===== src/rtl/mem_stage_sram_ctrl_if.sv =====
// ---------------------------------------------------------------------------
// mem_stage_sram_ctrl_if
//   Pin bundle for an external 16-bit asynchronous SRAM.
//   master : memory controller (drives address, write data, strobes)
//   slave  : SRAM device / SRAM model (drives read data)
//   Signals:
//     sram_addr   half-word address
//     sram_wdata  write data
//     sram_rdata  read data, valid while sram_oe_n is low
//     sram_we_n   write strobe, active low
//     sram_oe_n   output enable, active low
// ---------------------------------------------------------------------------
interface mem_stage_sram_ctrl_if #(
  parameter int SRAM_AW = 18
);
  logic [SRAM_AW-1:0] sram_addr;
  logic [15:0]        sram_wdata;
  logic [15:0]        sram_rdata;
  logic               sram_we_n;
  logic               sram_oe_n;

  modport master (
    output sram_addr,
    output sram_wdata,
    output sram_we_n,
    output sram_oe_n,
    input  sram_rdata
  );

  modport slave (
    input  sram_addr,
    input  sram_wdata,
    input  sram_we_n,
    input  sram_oe_n,
    output sram_rdata
  );
endinterface


===== src/rtl/mem_stage_sram_ctrl.sv =====
// ---------------------------------------------------------------------------
// mem_stage_sram_ctrl
//   Pipeline memory stage. Takes the EX/MEM register outputs, performs a
//   32-bit load or store as two 16-bit accesses on an asynchronous SRAM
//   (low half-word first), and drives the MEM/WB pipeline register. While an
//   access is in flight, freeze holds the rest of the pipeline.
//
//   Ports:
//     clk, rst                 clock, synchronous active-high reset
//     wb_en_in .. dest_in      EX/MEM register outputs
//     wb_en_out .. dest_out    MEM/WB register
//     wb_en_hazard, dest_hazard, mem_wb_value
//                              live taps of the EX/MEM values for the hazard
//                              unit and EX forwarding
//     freeze                   1 = hold PC and IF/ID/EX/MEM registers
//     sram                     SRAM pin bundle (master side)
//     dbg_state_o              FSM state: 0 idle, 1 low half, 2 high half,
//                              3 done
//
//   Request handshake: a request is "valid" whenever mem_r_en_in or
//   mem_w_en_in is high. freeze acts as the inverted "ready": while it is 1
//   the upstream stage must hold every EX/MEM input stable; the request is
//   consumed on the rising edge where freeze is 0 (the DONE cycle), which is
//   also the edge that loads the MEM/WB register.
// ---------------------------------------------------------------------------
module mem_stage_sram_ctrl #(
  parameter int          DATA_W      = 32,
  parameter int          DEST_W      = 4,
  parameter int          SRAM_AW     = 18,
  parameter int          WAIT_CYCLES = 5,
  parameter int unsigned BASE_ADDR   = 1024
) (
  input  logic                 clk,
  input  logic                 rst,

  input  logic                 wb_en_in,
  input  logic                 mem_r_en_in,
  input  logic                 mem_w_en_in,
  input  logic [DATA_W-1:0]    alu_res_in,
  input  logic [DATA_W-1:0]    val_Rm_in,
  input  logic [DEST_W-1:0]    dest_in,

  output logic                 wb_en_out,
  output logic                 mem_r_en_out,
  output logic [DATA_W-1:0]    alu_res_out,
  output logic [DATA_W-1:0]    mem_data_out,
  output logic [DEST_W-1:0]    dest_out,

  output logic                 wb_en_hazard,
  output logic [DEST_W-1:0]    dest_hazard,
  output logic [DATA_W-1:0]    mem_wb_value,

  output logic                 freeze,

  mem_stage_sram_ctrl_if.master sram,

  output logic [1:0]           dbg_state_o
);

  localparam int CNT_W  = $clog2(WAIT_CYCLES);
  localparam int WORD_W = SRAM_AW - 1;
  localparam logic [CNT_W-1:0] CNT_LAST = CNT_W'(WAIT_CYCLES - 1);

  typedef enum logic [1:0] {
    S_IDLE = 2'd0,
    S_LO   = 2'd1,
    S_HI   = 2'd2,
    S_DONE = 2'd3
  } state_t;

  state_t            state_q, state_d;
  logic [CNT_W-1:0]  cnt_q, cnt_d;
  logic [15:0]       rd_lo_q, rd_lo_d;
  logic [15:0]       rd_hi_q, rd_hi_d;

  logic              wb_en_q;
  logic              mem_r_en_q;
  logic [DATA_W-1:0] alu_res_q;
  logic [DATA_W-1:0] mem_data_q;
  logic [DEST_W-1:0] dest_q;

  logic              is_mem;
  logic              is_load;
  logic              is_store;
  logic              last_cycle;
  logic              in_access;
  logic [DATA_W-1:0] byte_offset;
  logic [WORD_W-1:0] word_addr;

  logic [SRAM_AW-1:0] addr_d;
  logic [15:0]        wdata_d;
  logic               we_n_d;
  logic               oe_n_d;

  // Load wins when both enables are set, so a store is only a pure store.
  assign is_mem     = mem_r_en_in | mem_w_en_in;
  assign is_load    = mem_r_en_in;
  assign is_store   = mem_w_en_in & ~mem_r_en_in;
  assign last_cycle = (cnt_q == CNT_LAST);
  assign in_access  = (state_q == S_LO) || (state_q == S_HI);

  // Addresses below BASE_ADDR wrap through the subtraction; the low two
  // byte bits are dropped and the word index is truncated to the SRAM size.
  assign byte_offset = alu_res_in - DATA_W'(BASE_ADDR);
  assign word_addr   = WORD_W'(byte_offset >> 2);

  // -------------------------------------------------------------------------
  // FSM: state register
  // -------------------------------------------------------------------------
  always_ff @(posedge clk) begin
    if (rst) begin
      state_q <= S_IDLE;
      cnt_q   <= '0;
      rd_lo_q <= '0;
      rd_hi_q <= '0;
    end else begin
      state_q <= state_d;
      cnt_q   <= cnt_d;
      rd_lo_q <= rd_lo_d;
      rd_hi_q <= rd_hi_d;
    end
  end

  // -------------------------------------------------------------------------
  // FSM: next state, wait counter and read-data capture
  // -------------------------------------------------------------------------
  always_comb begin
    state_d = state_q;
    cnt_d   = cnt_q;
    rd_lo_d = rd_lo_q;
    rd_hi_d = rd_hi_q;
    case (state_q)
      S_IDLE: begin
        cnt_d = '0;
        if (is_mem) begin
          state_d = S_LO;
        end
      end
      S_LO: begin
        if (last_cycle) begin
          state_d = S_HI;
          cnt_d   = '0;
          // Data has had the whole hold window to settle; take it at the end.
          if (is_load) begin
            rd_lo_d = sram.sram_rdata;
          end
        end else begin
          cnt_d = cnt_q + CNT_W'(1);
        end
      end
      S_HI: begin
        if (last_cycle) begin
          state_d = S_DONE;
          cnt_d   = '0;
          if (is_load) begin
            rd_hi_d = sram.sram_rdata;
          end
        end else begin
          cnt_d = cnt_q + CNT_W'(1);
        end
      end
      S_DONE: begin
        // Always go back to idle so a still-held request is not re-issued
        // before the MEM/WB register has taken it.
        state_d = S_IDLE;
        cnt_d   = '0;
      end
      default: begin
        state_d = S_IDLE;
        cnt_d   = '0;
      end
    endcase
  end

  // -------------------------------------------------------------------------
  // SRAM bus drive: quiet (strobes high, address/data 0) outside LO/HI
  // -------------------------------------------------------------------------
  always_comb begin
    addr_d  = '0;
    wdata_d = '0;
    we_n_d  = 1'b1;
    oe_n_d  = 1'b1;
    if (in_access) begin
      addr_d = {word_addr, (state_q == S_HI)};
      if (is_load) begin
        oe_n_d = 1'b0;
      end else if (is_store) begin
        we_n_d  = 1'b0;
        wdata_d = (state_q == S_HI) ? 16'(val_Rm_in >> 16) : val_Rm_in[15:0];
      end
    end
  end

  assign sram.sram_addr  = addr_d;
  assign sram.sram_wdata = wdata_d;
  assign sram.sram_we_n  = we_n_d;
  assign sram.sram_oe_n  = oe_n_d;

  // Freeze rises in the same cycle a memory op shows up in idle, so the
  // upstream stage never advances past an unserviced access.
  assign freeze = ~rst & (((state_q == S_IDLE) & is_mem) | in_access);

  // -------------------------------------------------------------------------
  // MEM/WB pipeline register
  // -------------------------------------------------------------------------
  always_ff @(posedge clk) begin
    if (rst) begin
      wb_en_q    <= 1'b0;
      mem_r_en_q <= 1'b0;
      alu_res_q  <= '0;
      mem_data_q <= '0;
      dest_q     <= '0;
    end else if (!freeze) begin
      wb_en_q    <= wb_en_in;
      mem_r_en_q <= mem_r_en_in;
      alu_res_q  <= alu_res_in;
      dest_q     <= dest_in;
      // Only reachable with a load in the DONE cycle; other ops keep the
      // previous load data.
      if (mem_r_en_in) begin
        mem_data_q <= DATA_W'({rd_hi_q, rd_lo_q});
      end
    end
  end

  assign wb_en_out    = wb_en_q;
  assign mem_r_en_out = mem_r_en_q;
  assign alu_res_out  = alu_res_q;
  assign mem_data_out = mem_data_q;
  assign dest_out     = dest_q;

  assign wb_en_hazard = wb_en_in;
  assign dest_hazard  = dest_in;
  assign mem_wb_value = alu_res_in;

  assign dbg_state_o  = state_q;

endmodule


===== src/flat_wrapper.sv =====
// flat-port wrapper written by rule: the top's interface ports become plain ports
module mem_stage_sram_ctrl_flat 
#(
  parameter int          DATA_W      = 32,
  parameter int          DEST_W      = 4,
  parameter int          SRAM_AW     = 18,
  parameter int          WAIT_CYCLES = 5,
  parameter int unsigned BASE_ADDR   = 1024
)
  (clk, rst, wb_en_in, mem_r_en_in, mem_w_en_in, alu_res_in, val_Rm_in, dest_in, wb_en_out, mem_r_en_out, alu_res_out, mem_data_out, dest_out, wb_en_hazard, dest_hazard, mem_wb_value, freeze, dbg_state_o, sram_sram_addr, sram_sram_wdata, sram_sram_we_n, sram_sram_oe_n, sram_sram_rdata);
  mem_stage_sram_ctrl_if #(.SRAM_AW(SRAM_AW)) sram_i ();
  input  logic clk;
  input  logic rst;
  input  logic wb_en_in;
  input  logic mem_r_en_in;
  input  logic mem_w_en_in;
  input  logic [DATA_W-1:0] alu_res_in;
  input  logic [DATA_W-1:0] val_Rm_in;
  input  logic [DEST_W-1:0] dest_in;
  output logic wb_en_out;
  output logic mem_r_en_out;
  output logic [DATA_W-1:0] alu_res_out;
  output logic [DATA_W-1:0] mem_data_out;
  output logic [DEST_W-1:0] dest_out;
  output logic wb_en_hazard;
  output logic [DEST_W-1:0] dest_hazard;
  output logic [DATA_W-1:0] mem_wb_value;
  output logic freeze;
  output logic [1:0] dbg_state_o;
  output wire logic [$bits(sram_i.sram_addr)-1:0] sram_sram_addr;
  output wire logic [$bits(sram_i.sram_wdata)-1:0] sram_sram_wdata;
  output wire logic [$bits(sram_i.sram_we_n)-1:0] sram_sram_we_n;
  output wire logic [$bits(sram_i.sram_oe_n)-1:0] sram_sram_oe_n;
  input wire logic [$bits(sram_i.sram_rdata)-1:0] sram_sram_rdata;
  assign sram_sram_addr = sram_i.sram_addr;
  assign sram_sram_wdata = sram_i.sram_wdata;
  assign sram_sram_we_n = sram_i.sram_we_n;
  assign sram_sram_oe_n = sram_i.sram_oe_n;
  assign sram_i.sram_rdata = sram_sram_rdata;
  mem_stage_sram_ctrl #(.DATA_W(DATA_W), .DEST_W(DEST_W), .SRAM_AW(SRAM_AW), .WAIT_CYCLES(WAIT_CYCLES), .BASE_ADDR(BASE_ADDR)) u_core (.clk(clk), .rst(rst), .wb_en_in(wb_en_in), .mem_r_en_in(mem_r_en_in), .mem_w_en_in(mem_w_en_in), .alu_res_in(alu_res_in), .val_Rm_in(val_Rm_in), .dest_in(dest_in), .wb_en_out(wb_en_out), .mem_r_en_out(mem_r_en_out), .alu_res_out(alu_res_out), .mem_data_out(mem_data_out), .dest_out(dest_out), .wb_en_hazard(wb_en_hazard), .dest_hazard(dest_hazard), .mem_wb_value(mem_wb_value), .freeze(freeze), .sram(sram_i), .dbg_state_o(dbg_state_o));
endmodule

===== config.mk =====
export PLATFORM = sky130hd
export DESIGN_NAME = mem_stage_sram_ctrl_flat
export DESIGN_NICKNAME = d
export VERILOG_FILES = /design/src/rtl/mem_stage_sram_ctrl_if.sv /design/src/rtl/mem_stage_sram_ctrl.sv /design/src/flat_wrapper.sv
export SDC_FILE = /design/constraint.sdc
export NUM_CORES = 1
export LEC_CHECK = 0
export CAP_MARGIN = 40
export CELL_PAD_IN_SITES_DETAIL_PLACEMENT = 2
export CELL_PAD_IN_SITES_GLOBAL_PLACEMENT = 2
export CORE_ASPECT_RATIO = 0.5
export CORE_MARGIN = 10
export CORE_UTILIZATION = 24
export DETAILED_ROUTE_END_ITERATION = 8
export PLACE_DENSITY = 0.95
export SYNTH_ARGS = -nofsm -noshare
export SYNTH_HDL_FRONTEND = slang
export SYNTH_SLANG_ARGS = --single-unit

===== constraint.sdc =====
create_clock -name clk -period 2.9 [get_ports clk]
set_clock_uncertainty 0.2 [all_clocks]
set_input_delay 0.435 -clock clk [delete_from_list [all_inputs] [get_ports clk]]
set_output_delay 0.435 -clock clk [all_outputs]
set_load 0.01 [all_outputs]

==> flow_summary.json, run 1 <==
{
  "ir_drop_v": 0.0003544,
  "crit_buf_inv": 5,
  "drv_cap": 0,
  "hold_path_class": "flip-flop to flip-flop",
  "synth_nets": 692,
  "syn_area_um2": 4930,
  "dp_hpwl_um": 17600,
  "crit_top_cell": "buf_4",
  "cts_max_path_buffers": 2,
  "crit_path_max_fanout": 5,
  "tns_ps": 0,
  "r2r-start": "u_core.dbg_state_o[0]",
  "p_per_area_nw_per_um2": 674.1,
  "ctsHtreeMaxLevel": 3,
  "cp.depth": 9,
  "critical_path_class": "input port to output port",
  "initial_utilization": 0.2487,
  "die_w_um": 222.7,
  "gp_congestion": 0.8319,
  "cp-end-kind": "output port",
  "grt_pass1_wl_um": 33670,
  "fillCellCount": 2181,
  "final_common_cell": "nand2_1",
  "ff2ff_path_depth": 6,
  "start_kind": "input port",
  "worst_slew_pin_slew_ps": 690.8,
  "routed_wl_um": 22050,
  "setup_viol": 0,
  "grt_pass1_vias": 5593,
  "clock_sinks": 107,
  "slew-limit-headroom": 0.5395,
  "synth.distinct_cells": 34,
  "clockPowerShare": 0.230,
  "remaining_drc_errors": 0,
  "overflow": 0,
  "ys_warn_count": 0,
  "internal-power_mw": 3.390,
  "die_h_um": 121.3,
  "cts_tree": "built",
  "dieArea_um2": 27020,
  "clock.fmax_ghz": 0.3457,
  "ant_nets": 0,
  "vias": 4813,
  "slowest_delay_ps": 520,
  "critPathSlowestCell": "clkdlybuf4s50_1",
  "timing.final.crit_period_ps": 2893,
  "total_switching_power_mw": 1.803,
  "crit_start": "alu_res_in[10]",
  "cp-endpoint": "sram_sram_addr[17]",
  "drv_slew": 0,
  "row_count": 36,
  "ys_seq_elements": 107,
  "ys_seq_area_frac": 0.4345,
  "clkSlewWorstSetupHoldPaths_ps": 70,
  "drt_iter0_drc": 158,
  "area_growth_pct": 56.27,
  "dp_slack_ps": -547.1,
  "status": "completed",
  "drive_above_1_share": 0.06423,
  "r2r_end": "u_core.rd_hi_q[9]",
  "critPathTopFamily": "buffers and inverters",
  "p_comb_frac": 0.419,
  "final_cell_mix": "nand2_1 (211), clkdlybuf4s50_1 (207), dfxtp_1 (105), mux2i_1 (90), a21oi_1 (35)",
  "path_cells": "clkdlybuf4s50_1, buf_4, inv_1, ha_1, nor3b_4, buf_4, nand3_1, mux2i_1, clkdlybuf4s15_1",
  "antenna_cells": 0,
  "swShare": 0.3472,
  "grt_max_degree": 74,
  "seqPwrFrac": 0.350,
  "core_area_um2": 19820,
  "r2r_slack_ps": 490,
  "leakage_nw": 3.098,
  "worst_slack_ps": 7.164,
  "grt_antenna_before_repair": 0,
  "numPortBuffers": 234,
  "cts_buffers": 9,
  "hold_violations": 0,
  "grt_usage": 0.1581,
  "drtPass1Iterations": 4,
  "crit_required_ps": 2270,
  "wl_per_cell_um": 20.80,
  "fin_crit_sh": 0.9975,
  "rsz0062_at_grt": "true",
  "pin_count": 235,
  "drt-vias-per-instance": 4.541,
  "syn_avg_cell_area_um2": 8.271,
  "synthCells": 596,
  "arrival_ps": 2260,
  "clk-insertion-delay-late_ps": 350,
  "cts-root-buf": "clkbuf_16",
  "nNetsFinal": 885
}
==> metrics by stage <==
step	instance area (µm²)	instances	hold slack [ps]	power, mW	utilization
5_1_grt	7704	1060	283.4	5.457	0.3887
6_report	7704	1060	258.5	5.193	0.3887
3_3_place_gp	7345	1041	242.2	3.926	0.3706
4_1_cts	7659	1059	262.6	5.275	0.3864
3_5_place_dp	7345	1041	252.0	4.048	0.3706
2_1_floorplan	4930	596	236.6	2.849	-
==> cell usage after synthesis (all sizes together) <==
cell	n	area, µm²
and2	8	50.05
o2bb2ai	1	8.760
nor3	1	5.000
nand3	1	5.000
or2	1	6.260
nor2b	1	6.260
buf	58	386.6
xnor2	2	17.52
nor2	27	101.4
nand2b	3	18.77
and4	2	17.52
nand4	2	12.51
mux2i	90	900.9
o221a	1	11.26
and3	2	12.51
inv	8	30.03
dfxtp	107	2142
ha	7	87.58
nand2	211	792.0
o21a	2	15.01
nand3b	1	7.510
o21ai	1	5.000
nor3b	1	7.510
or3	1	6.260
a2bb2oi	1	8.760
or4	1	11.26
nor4	1	6.260
a21oi	35	175.2
o31ai	1	7.510
clkbuf	18	67.56
==> metal layers <==
| layer | up-vias | share of wire | GRT usage |
|---|---|---|---|
| met3 | 35 | 0.040 | 0.03824 |
| met1 | 2392 | 0.36 | 0.1487 |
| met4 | 0 | 0.029 | 0.05749 |
| met5 | - | 0 | 0 |
| met2 | 110 | 0.57 | 0.3258 |
| li1 | 2276 | - | - |
==> power by group through the flow <==
| stage | Clock (mW) | Combinational [mW] | Sequential [mW] |
|---|---|---|---|
| finish | 1.20 | 2.18 | 1.82 |
| global route | 1.30 | 2.31 | 1.84 |
| CTS | 1.24 | 2.22 | 1.82 |
| detailed placement | 0 | 2.20 | 1.85 |
| global placement | 0 | 2.11 | 1.82 |
| floorplan | 0 | 0.924 | 1.92 |
==> worst min-delay path: stages, from the launching register on <==
cell     delay, ps
dfxtp_1        310
nand2_1         50
a21oi_1         50
==> state kept, by name, summed over array words and instances, names as in the netlist <==
register             flops
u_core.alu_res_out      32
u_core.mem_data_out     32
u_core.rd_hi_q          16
u_core.rd_lo_q          16
u_core.dest_out          4
u_core.cnt_q             3
u_core.dbg_state_o       2
u_core.mem_r_en_out      1
u_core.wb_en_out         1
==> kinds of logic (layout without fill, tap and decap cells) <==
group,count (synthesis),in the layout,share of synthesized area
AOI/OAI and AO/OA,42,42,0.04695
buffers and inverters,84,282,0.09822
muxes,90,90,0.1827
adders and majority gates,7,7,0.01777
DFF,107,107,0.4345
and+or+nand+nor,264,264,0.2162
xor gates and xnor gates,2,2,0.003554
==> cell type report <==
class | instances | area (µm²) | share of cell area
multi-input combinational | 405 | 2342 | 0.3040
timing repair buffer | 258 | 2574 | 0.3341
inverter | 8 | 32.53 | 0.004223
sequential | 107 | 2145 | 0.2784
clock buffer | 11 | 232.7 | 0.03021
tap | 266 | 332.8 | 0.04320
clock inverter | 5 | 45.04 | 0.005847
==> worst min-delay path by stage <==
stage                                 from  cells after the start                     end
finish                   u_core.rd_hi_q[0]                      2       u_core.rd_hi_q[0]
global route        u_core.alu_res_out[23]                      2  u_core.alu_res_out[23]
CTS                      u_core.rd_hi_q[0]                      2       u_core.rd_hi_q[0]
detailed placement       u_core.rd_hi_q[0]                      2       u_core.rd_hi_q[0]
global placement        u_core.rd_lo_q[15]                      2      u_core.rd_lo_q[15]
floorplan                u_core.rd_hi_q[0]                      2       u_core.rd_hi_q[0]
==> timing repair <==
| action | in CTS | in global routing |
|---|---|---|
| gates cloned | 0 | 0 |
| endpoints found under the setup margin | 33 | 16 |
| buffers inserted | 2 | 1 |
| resized for setup | 22 | 18 |
| pin swaps | 0 | 2 |
| hold buffers | 0 | 0 |
Note: power is estimated with default switching activity, not from simulation.
==> run 2: changes to the inputs <==
- CTS_CLUSTER_DIAMETER: not set -> 100
==> results of run 2 <==
Final layout, timing and power as in run 1 (identical DEF).
==> run 3: changes to the inputs <==
- PLACE_DENSITY: 0.95 -> not set
- PLACE_DENSITY_LB_ADDON: not set -> 0.1
==> run 3 against run 2 <==
Against the previous run:
- cell count shrank 0.38%
- non-clock buffer count shrank 4
- fmax grew 2.4%
- clock power shrank 3%
- largest power group unchanged
- combinational power shrank 2%
- global-route usage shrank 1.8 points
- final area shrank 0.39%
==> flow_summary.json, run 3 (same netlist as run 1, synthesis figures left out) <==
{
  "grt_pass1_wl_um": 29830,
  "pin_count": 235,
  "critPathSlowestCell": "or4_4",
  "status": "completed",
  "leakage_nw": 2.974,
  "ff2ff_path_depth": 6,
  "die_w_um": 222.7,
  "p_per_area_nw_per_um2": 665.1,
  "hold_violations": 0,
  "ir_drop_v": 0.0002649,
  "initial_utilization": 0.2487,
  "path_cells": "clkdlybuf4s50_1, or4_4, or3_1, a21oi_1, clkdlybuf4s15_1",
  "clock_sinks": 107,
  "nNetsFinal": 881,
  "grt_usage": 0.1400,
  "routed_wl_um": 19480,
  "hold_path_class": "flip-flop to flip-flop",
  "crit_path_max_fanout": 4,
  "hold-worst-slack_ps": 255.2,
  "start_kind": "input port",
  "timing.final.crit_period_ps": 2825,
  "crit_required_ps": 2270,
  "r2r-start": "u_core.dbg_state_o[0]",
  "grt_max_degree": 43,
  "drt-vias-per-instance": 4.377,
  "drv_cap": 0,
  "overflow": 0,
  "fin_crit_sh": 0.9743,
  "rsz0062_at_grt": "true",
  "dp_hpwl_um": 15480,
  "cts-root-buf": "clkbuf_16",
  "drt_iter0_drc": 147,
  "ctsHtreeMaxLevel": 3,
  "cp-endpoint": "sram_sram_addr[14]",
  "cts_max_path_buffers": 2,
  "slowest_delay_ps": 580,
  "r2r_slack_ps": 760,
  "dieArea_um2": 27020,
  "design_area_um2": 7674,
  "critical_path_class": "input port to output port",
  "clock.fmax_ghz": 0.3539,
  "clk-insertion-delay-late_ps": 350,
  "min_from": "u_core.alu_res_out[5]",
  "core_area_um2": 19820,
  "remaining_drc_errors": 0,
  "dpl_cell_area_um2": 7350,
  "vias": 4622,
  "area_growth_pct": 55.66,
  "cts_hold_buf": 0,
  "r2r_end": "u_core.alu_res_out[7]",
  "cts_buffers": 9,
  "ant_nets": 0,
  "grt_antenna_before_repair": 0,
  "row_count": 36,
  "drive_above_1_share": 0.05830,
  "clkSlewWorstSetupHoldPaths_ps": 70,
  "crit_start": "alu_res_in[10]",
  "gp_congestion": 0.7066,
  "drv_slew": 0,
  "worst_slew_pin_slew_ps": 666.9,
  "grt_pass1_vias": 5191,
  "die_h_um": 121.3,
  "cts_tree": "built",
  "arrival_ps": 2190,
  "setup_viol": 0,
  "post_cts_buffers": 0,
  "wl_per_cell_um": 18.45,
  "final_common_cell": "clkdlybuf4s50_1",
  "numPortBuffers": 234,
  "drtPass1Iterations": 4,
  "cp-end-kind": "output port",
  "slew-limit-headroom": 0.5554,
  "final_cell_mix": "clkdlybuf4s50_1 (218), nand2_1 (211), dfxtp_1 (105), mux2i_1 (90), a21oi_1 (35)"
}
[run 3: timing repair]
action,4_1_cts,5_1_grt
resized for setup,9,17
endpoints found under the setup margin,20,24
endpoints found under the hold margin,0,0
cloned,0,0
[run 3: layout make-up]
type / instances / area, µm²
Clock inverter: 5 / 38.79
Sequential cell: 107 / 2145
Tap cell: 266 / 332.8
Inverter: 8 / 32.53
Multi-Input combinational cell: 405 / 2338
Clock buffer: 10 / 229.0
Timing Repair Buffer: 254 / 2555
Fill cell: 2228 / 12150
Antenna cell: 1 / 2.502
[run 3: worst min-delay path by stage]
stage	end	slack, ps	depth (start not counted)
3_3_place_gp	u_core.alu_res_out[15]	240	2
3_5_place_dp	u_core.alu_res_out[2]	250	2
5_1_grt	u_core.rd_lo_q[5]	280	2
4_1_cts	u_core.rd_lo_q[5]	260	2
6_report	u_core.alu_res_out[5]	260	2
2_1_floorplan	u_core.rd_hi_q[0]	240	2
[run 3: metal layers]
layer  vias up  global-route usage  share of wire
met5         -                   0              0
met3        10             0.07167          0.091
met2        92              0.2411           0.50
met4         0             0.02896         0.0087
met1      2254              0.1526           0.41
li1       2266                   -              -
[run 3: worst max-delay path: cells and delay by family]
kind | cells | cell delay (ps)
simple gates | 2 | 900
compound gates | 1 | 150
buf+inv | 2 | 710
[run 3: through the flow]
| step | setup slack [ps] | util | total power, mW | cells | setup TNS, ps |
|---|---|---|---|---|---|
| after CTS | 14.90 | 0.3844 | 5.197 | 1055 | 0 |
| after detailed placement | -227.1 | 0.3708 | 4.009 | 1040 | -970.4 |
| after floorplan | 618.7 | - | 2.849 | 596 | 0 |
| after global placement | -220.9 | 0.3708 | 3.978 | 1040 | -864.8 |
| final | 74.61 | 0.3872 | 5.103 | 1056 | 0 |
| after global routing | -4.455 | 0.3871 | 5.445 | 1055 | -5.813 |
[run 3: where the power goes]
part / switching [mW] / internal [mW]
Combinational: 1.02 / 1.11
Clock: 0.579 / 0.586
Sequential: 0.116 / 1.69
